## config.mk

```make
export PLATFORM = sky130hd
export DESIGN_NAME = mips_mc_ctrl
export DESIGN_NICKNAME = d
export VERILOG_FILES = /design/src/rtl/mips_mc_ctrl.sv
export SDC_FILE = /design/constraint.sdc
export NUM_CORES = 1
export LEC_CHECK = 0
export ABC_CLOCK_PERIOD_IN_PS = 6700
export CORE_UTILIZATION = 39
export DETAILED_ROUTE_END_ITERATION = 10
export GPL_TIMING_DRIVEN = 0
export PLACE_DENSITY = 0.92
export REMOVE_ABC_BUFFERS = 1
export SETUP_SLACK_MARGIN = 0.15
export SLEW_MARGIN = 30
export SYNTH_ARGS = -nofsm -noshare
export SYNTH_HDL_FRONTEND = slang
export SYNTH_SLANG_ARGS = --single-unit
```

## constraint.sdc

```tcl
create_clock -name clk -period 6.7 [get_ports clk]
set_clock_uncertainty 0.2 [all_clocks]
set_input_delay 1.34 -clock clk [delete_from_list [all_inputs] [get_ports clk]]
set_output_delay 1.34 -clock clk [all_outputs]
set_load 0.05 [all_outputs]
```

## src/rtl/mips_mc_ctrl.sv

```systemverilog
// Multi-cycle MIPS-subset control unit: FETCH/DECODE/EXEC/MEM/WB/TRAP sequencer
// producing ALU op/operand selects and all register, PC and memory strobes.
module mips_mc_ctrl (
    input  logic        clk,
    input  logic        rst,
    input  logic [31:0] instr,
    input  logic        alu_zero,
    input  logic        alu_overflow,
    input  logic        mem_ack,
    output logic [3:0]  aluc,
    output logic [1:0]  alu_a_sel,
    output logic [2:0]  alu_b_sel,
    output logic [1:0]  pc_src,
    output logic        pc_we,
    output logic        ir_we,
    output logic        aluout_we,
    output logic        mdr_we,
    output logic        mem_req,
    output logic        mem_we,
    output logic        mem_addr_sel,
    output logic        reg_we,
    output logic [1:0]  reg_dst,
    output logic [1:0]  wb_sel,
    output logic        exc,
    output logic [2:0]  state
);
    typedef enum logic [2:0] {
        S_FETCH  = 3'd0,
        S_DECODE = 3'd1,
        S_EXEC   = 3'd2,
        S_MEM    = 3'd3,
        S_WB     = 3'd4,
        S_TRAP   = 3'd5
    } state_t;

    state_t state_q, state_d;

    logic [5:0] op, fn;
    logic       unused_instr;
    assign op           = instr[31:26];
    assign fn           = instr[5:0];
    assign unused_instr = ^instr[25:6];

    logic [3:0] d_aluc;
    logic [1:0] d_a;
    logic [2:0] d_b;
    logic       d_legal, d_rtype, d_lw, d_sw, d_beq, d_bne, d_j, d_jal, d_jr, d_ovf;

    always_comb begin
        d_aluc  = 4'b0000;
        d_a     = 2'd1;
        d_b     = 3'd0;
        d_legal = 1'b1;
        d_rtype = 1'b0;
        d_lw    = 1'b0;
        d_sw    = 1'b0;
        d_beq   = 1'b0;
        d_bne   = 1'b0;
        d_j     = 1'b0;
        d_jal   = 1'b0;
        d_jr    = 1'b0;
        d_ovf   = 1'b0;
        case (op)
            6'h00: begin
                d_rtype = 1'b1;
                case (fn)
                    6'h20: begin d_aluc = 4'b0010; d_ovf = 1'b1; end
                    6'h21: d_aluc = 4'b0000;
                    6'h22: begin d_aluc = 4'b0011; d_ovf = 1'b1; end
                    6'h23: d_aluc = 4'b0001;
                    6'h24: d_aluc = 4'b0100;
                    6'h25: d_aluc = 4'b0101;
                    6'h26: d_aluc = 4'b0110;
                    6'h27: d_aluc = 4'b0111;
                    6'h2A: d_aluc = 4'b1011;
                    6'h2B: d_aluc = 4'b1010;
                    6'h00: begin d_aluc = 4'b1110; d_a = 2'd2; end
                    6'h02: begin d_aluc = 4'b1101; d_a = 2'd2; end
                    6'h03: begin d_aluc = 4'b1100; d_a = 2'd2; end
                    6'h04: d_aluc = 4'b1110;
                    6'h06: d_aluc = 4'b1101;
                    6'h07: d_aluc = 4'b1100;
                    6'h08: d_jr = 1'b1;
                    default: d_legal = 1'b0;
                endcase
            end
            6'h08: begin d_aluc = 4'b0010; d_b = 3'd2; d_ovf = 1'b1; end
            6'h09: begin d_aluc = 4'b0000; d_b = 3'd2; end
            6'h0A: begin d_aluc = 4'b1011; d_b = 3'd2; end
            6'h0B: begin d_aluc = 4'b1010; d_b = 3'd2; end
            6'h0C: begin d_aluc = 4'b0100; d_b = 3'd3; end
            6'h0D: begin d_aluc = 4'b0101; d_b = 3'd3; end
            6'h0E: begin d_aluc = 4'b0110; d_b = 3'd3; end
            6'h0F: begin d_aluc = 4'b1000; d_b = 3'd3; end
            6'h23: begin d_aluc = 4'b0000; d_b = 3'd2; d_lw = 1'b1; end
            6'h2B: begin d_aluc = 4'b0000; d_b = 3'd2; d_sw = 1'b1; end
            6'h04: begin d_aluc = 4'b0001; d_beq = 1'b1; end
            6'h05: begin d_aluc = 4'b0001; d_bne = 1'b1; end
            6'h02: d_j   = 1'b1;
            6'h03: d_jal = 1'b1;
            default: d_legal = 1'b0;
        endcase
    end

    // Outputs are a pure decode of state + IR, held at zero while rst is high;
    // only mem_ack and the ALU flags gate strobes in the same cycle.
    always_comb begin
        state_d      = state_q;
        aluc         = 4'b0000;
        alu_a_sel    = 2'd0;
        alu_b_sel    = 3'd0;
        pc_src       = 2'd0;
        pc_we        = 1'b0;
        ir_we        = 1'b0;
        aluout_we    = 1'b0;
        mdr_we       = 1'b0;
        mem_req      = 1'b0;
        mem_we       = 1'b0;
        mem_addr_sel = 1'b0;
        reg_we       = 1'b0;
        reg_dst      = 2'd0;
        wb_sel       = 2'd0;
        exc          = 1'b0;
        if (!rst) begin
            case (state_q)
                S_FETCH: begin
                    mem_req   = 1'b1;
                    alu_b_sel = 3'd1;
                    if (mem_ack) begin
                        ir_we   = 1'b1;
                        pc_we   = 1'b1;
                        state_d = S_DECODE;
                    end
                end
                S_DECODE: begin
                    aluout_we = 1'b1;
                    alu_b_sel = 3'd4;
                    if (!d_legal) begin
                        state_d = S_TRAP;
                    end else if (d_j || d_jal) begin
                        pc_we   = 1'b1;
                        pc_src  = 2'd2;
                        state_d = S_FETCH;
                        if (d_jal) begin
                            reg_we  = 1'b1;
                            reg_dst = 2'd2;
                            wb_sel  = 2'd2;
                        end
                    end else if (d_jr) begin
                        pc_we   = 1'b1;
                        pc_src  = 2'd3;
                        state_d = S_FETCH;
                    end else begin
                        state_d = S_EXEC;
                    end
                end
                S_EXEC: begin
                    aluc      = d_aluc;
                    alu_a_sel = d_a;
                    alu_b_sel = d_b;
                    if (d_beq || d_bne) begin
                        if (d_beq ? alu_zero : !alu_zero) begin
                            pc_we  = 1'b1;
                            pc_src = 2'd1;
                        end
                        state_d = S_FETCH;
                    end else if (d_ovf && alu_overflow) begin
                        state_d = S_TRAP;
                    end else begin
                        aluout_we = 1'b1;
                        state_d   = (d_lw || d_sw) ? S_MEM : S_WB;
                    end
                end
                S_MEM: begin
                    mem_req      = 1'b1;
                    mem_addr_sel = 1'b1;
                    mem_we       = d_sw;
                    if (mem_ack) begin
                        mdr_we  = d_lw;
                        state_d = d_lw ? S_WB : S_FETCH;
                    end
                end
                S_WB: begin
                    reg_we  = 1'b1;
                    reg_dst = d_rtype ? 2'd1 : 2'd0;
                    wb_sel  = d_lw ? 2'd1 : 2'd0;
                    state_d = S_FETCH;
                end
                S_TRAP: begin
                    exc     = 1'b1;
                    state_d = S_FETCH;
                end
                default: state_d = S_FETCH;
            endcase
        end
    end

    always_ff @(posedge clk) begin
        if (rst) state_q <= S_FETCH;
        else     state_q <= state_d;
    end

    assign state = rst ? 3'd0 : state_q;
endmodule

```

==> load_flow_metrics.sql <==
INSERT INTO impl_metrics (metric_group, metric, value, unit) VALUES
('status', 'status', 'finished clean', ''),
('floorplanning', 'core_region', '0.00228', 'mm²'),
('power_and_ir_drop', 'p_leak', '0.000465', 'µW'),
('synth', 'synth-edff-count', '0', ''),
('grt', 'initial_antenna_violation_count', '0', ''),
('clocking', 'cts_resized', '0', ''),
('final_layout', 'share_of_the_core_filled_with_cells_in_the_final_layout', '61.5', '%'),
('clocking', 'clock_root_buffer', 'sky130_fd_sc_hd__clkbuf_4', ''),
('placed_design', 'dp_hpwl', '2.30', 'mm'),
('grt', 'grt_first_pass_wirelength', '4.94', 'mm'),
('synth', 'synth_area', '975', 'µm²'),
('detailed_routing', 'routed_wl', '3.00', 'mm'),
('synth', 'synth-seq-cells', '3', ''),
('grt', 'globalRouteOverflowTotal', '0', ''),
('final_layout', 'finish.net_count', '230', ''),
('floorplanning', 'top_level_ports', '64', ''),
('synth', 'synth_warnings', '0', ''),
('min_path', 'holdPathStages', '3', ''),
('clocking', 'clock-sinks', '3', ''),
('detailed_routing', 'post-route-drc-count', '0', ''),
('floorplanning', 'dieArea', '0.00270', 'mm²'),
('floorplanning', 'starting_density_of_the_core', '42.8', '%'),
('power_and_ir_drop', 'pwr_density_cell', '98.0', 'mW/mm²'),
('floorplanning', 'fp.dieH', '52.0', 'µm'),
('grt', 'globalRouteTotalUtil', '23.3', '%'),
('setup_path', 'cp_data_required_time', '5160', 'ps'),
('final_layout', 'max_flop_register', 'state_q', ''),
('synth', 'seq_area_frac_synth', '6.16', '%'),
('floorplanning', 'num_rows', '17', ''),
('run', 'timing.max_cap.violations', '0', ''),
('synth', 'synth.distinct_cells', '47', ''),
('synth', 'synth.avg_cell_area', '6.09', 'µm²'),
('placed_design', 'gp_congestion', '0.905', ''),
('sta', 'postLayoutSetupSlackWorst', '510', 'ps'),
('setup_path', 'r2r.worst_path.cells', '5', ''),
('sta', 'worstMarginPinSlew', '584', 'ps'),
('detailed_routing', 'via_total_after_detailed_routing', '1301', ''),
('final_layout', 'largest_reg_flops', '3', ''),
('sta', 'hold_viol_final', '0', ''),
('clocking', 'postCtsSetupRepairBufs', '0', ''),
('min_path', 'hold_path_class', 'flip-flop to flip-flop', ''),
('setup_path', 'critical_path_peak_fanout', '17', ''),
('sta', 'setup_viol', '0', ''),
('clocking', 'max_h_tree_level', '1', ''),
('clocking', 'cts_tree', 'done', ''),
('setup_path', 'cp_data_arrival_time', '4650', 'ps'),
('sta', 'setup_total_negative_slack', '0', 'ps'),
('grt', 'grt_max_degree', '18', ''),
('sta', 'max_clock_freq', '162', 'MHz'),
('detailed_routing', 'routedWlPerCell', '13.7', 'µm'),
('floorplanning', 'die_x', '52.0', 'µm'),
('synth', 'synthArstFlopShare', '0', '%'),
('detailed_routing', 'number_of_drc_markers_in_iteration_0', '48', ''),
('final_layout', 'layout_cell_share_with_drive_strength_beyond_1', '6.77', '%'),
('final_layout', 'filler_cell_count', '213', ''),
('final_layout', 'diodes', '0', ''),
('setup_path', 'startpoint_type', 'input port', ''),
('detailed_routing', 'antenna_violating_nets_post_route', '0', ''),
('setup_path', 'cp-end-kind', 'output port', ''),
('synth', 'synthCells', '160', ''),
('sta', 'timing.max_slew.rel_slack', '60.7', '%'),
('sta', 'period_minus_slack', '6190', 'ps'),
('detailed_routing', 'via_per_inst', '5.91', ''),
('final_layout', 'area_added_between_synthesis_and_finish', '43.5', '%'),
('final_layout', 'largestRegisters', 'state_q (3)', ''),
('sta', 'timing.final.crit_share', '92.4', '%'),
('clocking', 'worstSkewPairLatency', '240', 'ps'),
('clocking', 'cts-root-to-sink-buffers', '2', ''),
('placed_design', 'port-buffer-count', '43', ''),
('detailed_routing', 'drt_pre_antenna_iters', '5', ''),
('clocking', 'cts.clk_slew.worst_paths', '40', 'ps'),
('setup_path', 'timing_worst_setup_path_type', 'input port to output port', ''),
('clocking', 'cts_hold_repair.buffers', '0', ''),
('placed_design', 'place_ws', '549', 'ps'),
('power_and_ir_drop', 'worst_ir_drop_vdd', '101', 'µV'),
('grt', 'number_of_global_route_vias_before_repair', '1151', ''),
('synth', 'synth_top_flop_cell', 'sky130_fd_sc_hd__dfxtp_1', ''),
('sta', 'rsz0062_at_grt', 'false', ''),
('clocking', 'num_cts_buffers', '3', ''),
('sta', 'final-max-slew-violation-count', '0', '');
## kinds of logic after synthesis
family                 share of synthesized area [%]
AO/OA/AOI/OAI                                   32.7
XOR/XNOR                                        2.70
buffers and inverters                           8.86
flip-flops                                      6.16
multiplexers                                    2.05
AND/OR/NAND/NOR                                 47.5
## Yosys cell counts, types with 2 or more instances
master / count / area (µm²)
sky130_fd_sc_hd__nor2b_1: 12 / 75.1
sky130_fd_sc_hd__inv_1: 5 / 18.8
sky130_fd_sc_hd__nor3_1: 8 / 40.0
sky130_fd_sc_hd__o31ai_2: 2 / 25.0
sky130_fd_sc_hd__a21oi_1: 13 / 65.1
sky130_fd_sc_hd__o211ai_1: 2 / 15.0
sky130_fd_sc_hd__o311a_1: 2 / 20.0
sky130_fd_sc_hd__or4_4: 2 / 22.5
sky130_fd_sc_hd__dfxtp_1: 3 / 60.1
sky130_fd_sc_hd__o21ai_0: 11 / 55.1
sky130_fd_sc_hd__mux2i_1: 2 / 20.0
sky130_fd_sc_hd__xor2_1: 2 / 17.5
sky130_fd_sc_hd__nor4_1: 5 / 31.3
sky130_fd_sc_hd__o2111ai_1: 2 / 17.5
sky130_fd_sc_hd__nor2_1: 19 / 71.3
sky130_fd_sc_hd__and3_1: 4 / 25.0
sky130_fd_sc_hd__nand3_1: 4 / 20.0
sky130_fd_sc_hd__and2_1: 3 / 18.8
sky130_fd_sc_hd__or2_2: 2 / 12.5
sky130_fd_sc_hd__clkbuf_1: 11 / 41.3
sky130_fd_sc_hd__buf_1: 2 / 7.51
sky130_fd_sc_hd__a31oi_1: 2 / 12.5
sky130_fd_sc_hd__nand2b_1: 3 / 18.8
sky130_fd_sc_hd__nand2_1: 14 / 52.6
sky130_fd_sc_hd__nor3b_1: 2 / 15.0
sky130_fd_sc_hd__a21o_1: 2 / 15.0
## worst max-delay path, stage by stage
cell and delay, ps:
sky130_fd_sc_hd__clkdlybuf4s50_1 680, sky130_fd_sc_hd__or4_4 680, sky130_fd_sc_hd__or4_4 480, sky130_fd_sc_hd__nor3b_2 240, sky130_fd_sc_hd__o21ai_2 140, sky130_fd_sc_hd__nor3_1 230, sky130_fd_sc_hd__clkdlybuf4s50_1 850
## cell type report
class                      count  area, µm²  area share [%]
sequential                     3       60.1            4.29
timing repair buffer          43        430            30.8
clock buffer                   4       26.3            1.88
multi-input combinational    137        828            59.2
tap                           28       35.0            2.50
inverter                       5       18.8            1.34
## routing by layer
| metal | GRT usage [%] | part of all wire (%) | vias up |
|---|---|---|---|
| li1 | - | - | 650 |
| met1 | 31.0 | 44 | 580 |
| met2 | 39.5 | 47 | 67 |
| met3 | 2.34 | 7.9 | 4 |
| met4 | 5.86 | 0.63 | 0 |
| met5 | 0 | 0 | - |
## placed cells by master (no fill, tap or decap), types with 2 or more instances in the layout
cell                               n
sky130_fd_sc_hd__a21o_1            2
sky130_fd_sc_hd__a21oi_1          13
sky130_fd_sc_hd__a31oi_1           2
sky130_fd_sc_hd__and2_1            3
sky130_fd_sc_hd__and3_1            4
sky130_fd_sc_hd__clkbuf_4          3
sky130_fd_sc_hd__clkdlybuf4s50_1  43
sky130_fd_sc_hd__dfxtp_1           3
sky130_fd_sc_hd__inv_1             5
sky130_fd_sc_hd__mux2i_1           2
sky130_fd_sc_hd__nand2_1          14
sky130_fd_sc_hd__nand2b_1          3
sky130_fd_sc_hd__nand3_1           4
sky130_fd_sc_hd__nor2_1           19
sky130_fd_sc_hd__nor2b_1          12
sky130_fd_sc_hd__nor3_1            8
sky130_fd_sc_hd__nor3b_1           2
sky130_fd_sc_hd__nor4_1            5
sky130_fd_sc_hd__o2111ai_1         2
sky130_fd_sc_hd__o211ai_1          2
sky130_fd_sc_hd__o21ai_0          11
sky130_fd_sc_hd__o311a_1           2
sky130_fd_sc_hd__o31ai_2           2
sky130_fd_sc_hd__or2_2             2
sky130_fd_sc_hd__or4_4             2
sky130_fd_sc_hd__xor2_1            2
## path summary, 6_finish.rpt
check                  start         end  slack [ps]
setup reg to reg  state_q[0]  state_q[0]        4920
setup / recovery   instr[29]   pc_src[1]         510
hold reg to reg   state_q[0]  state_q[2]         530
hold / removal    state_q[0]  state_q[2]         530
## power by group
part | switching, µW | total [µW] | internal [µW]
sequential | 3.63 | 22.9 | 19.3
combinational | 50.3 | 81.6 | 31.3
clock | 10.1 | 32.5 | 22.4
total | 64.0 | 137 | 73.0
## through the flow
| step | power [µW] | std cells | instance area [µm²] | hold slack, ps |
|---|---|---|---|---|
| global placement | 101 | 216 | 1370 | 496 |
| finish | 137 | 220 | 1400 | 530 |
| global route | 146 | 220 | 1400 | 566 |
| detailed placement | 103 | 216 | 1370 | 509 |
| floorplan | 69.0 | 145 | 907 | 437 |
| CTS | 136 | 220 | 1400 | 513 |
Power figures use the tool's default switching activity.
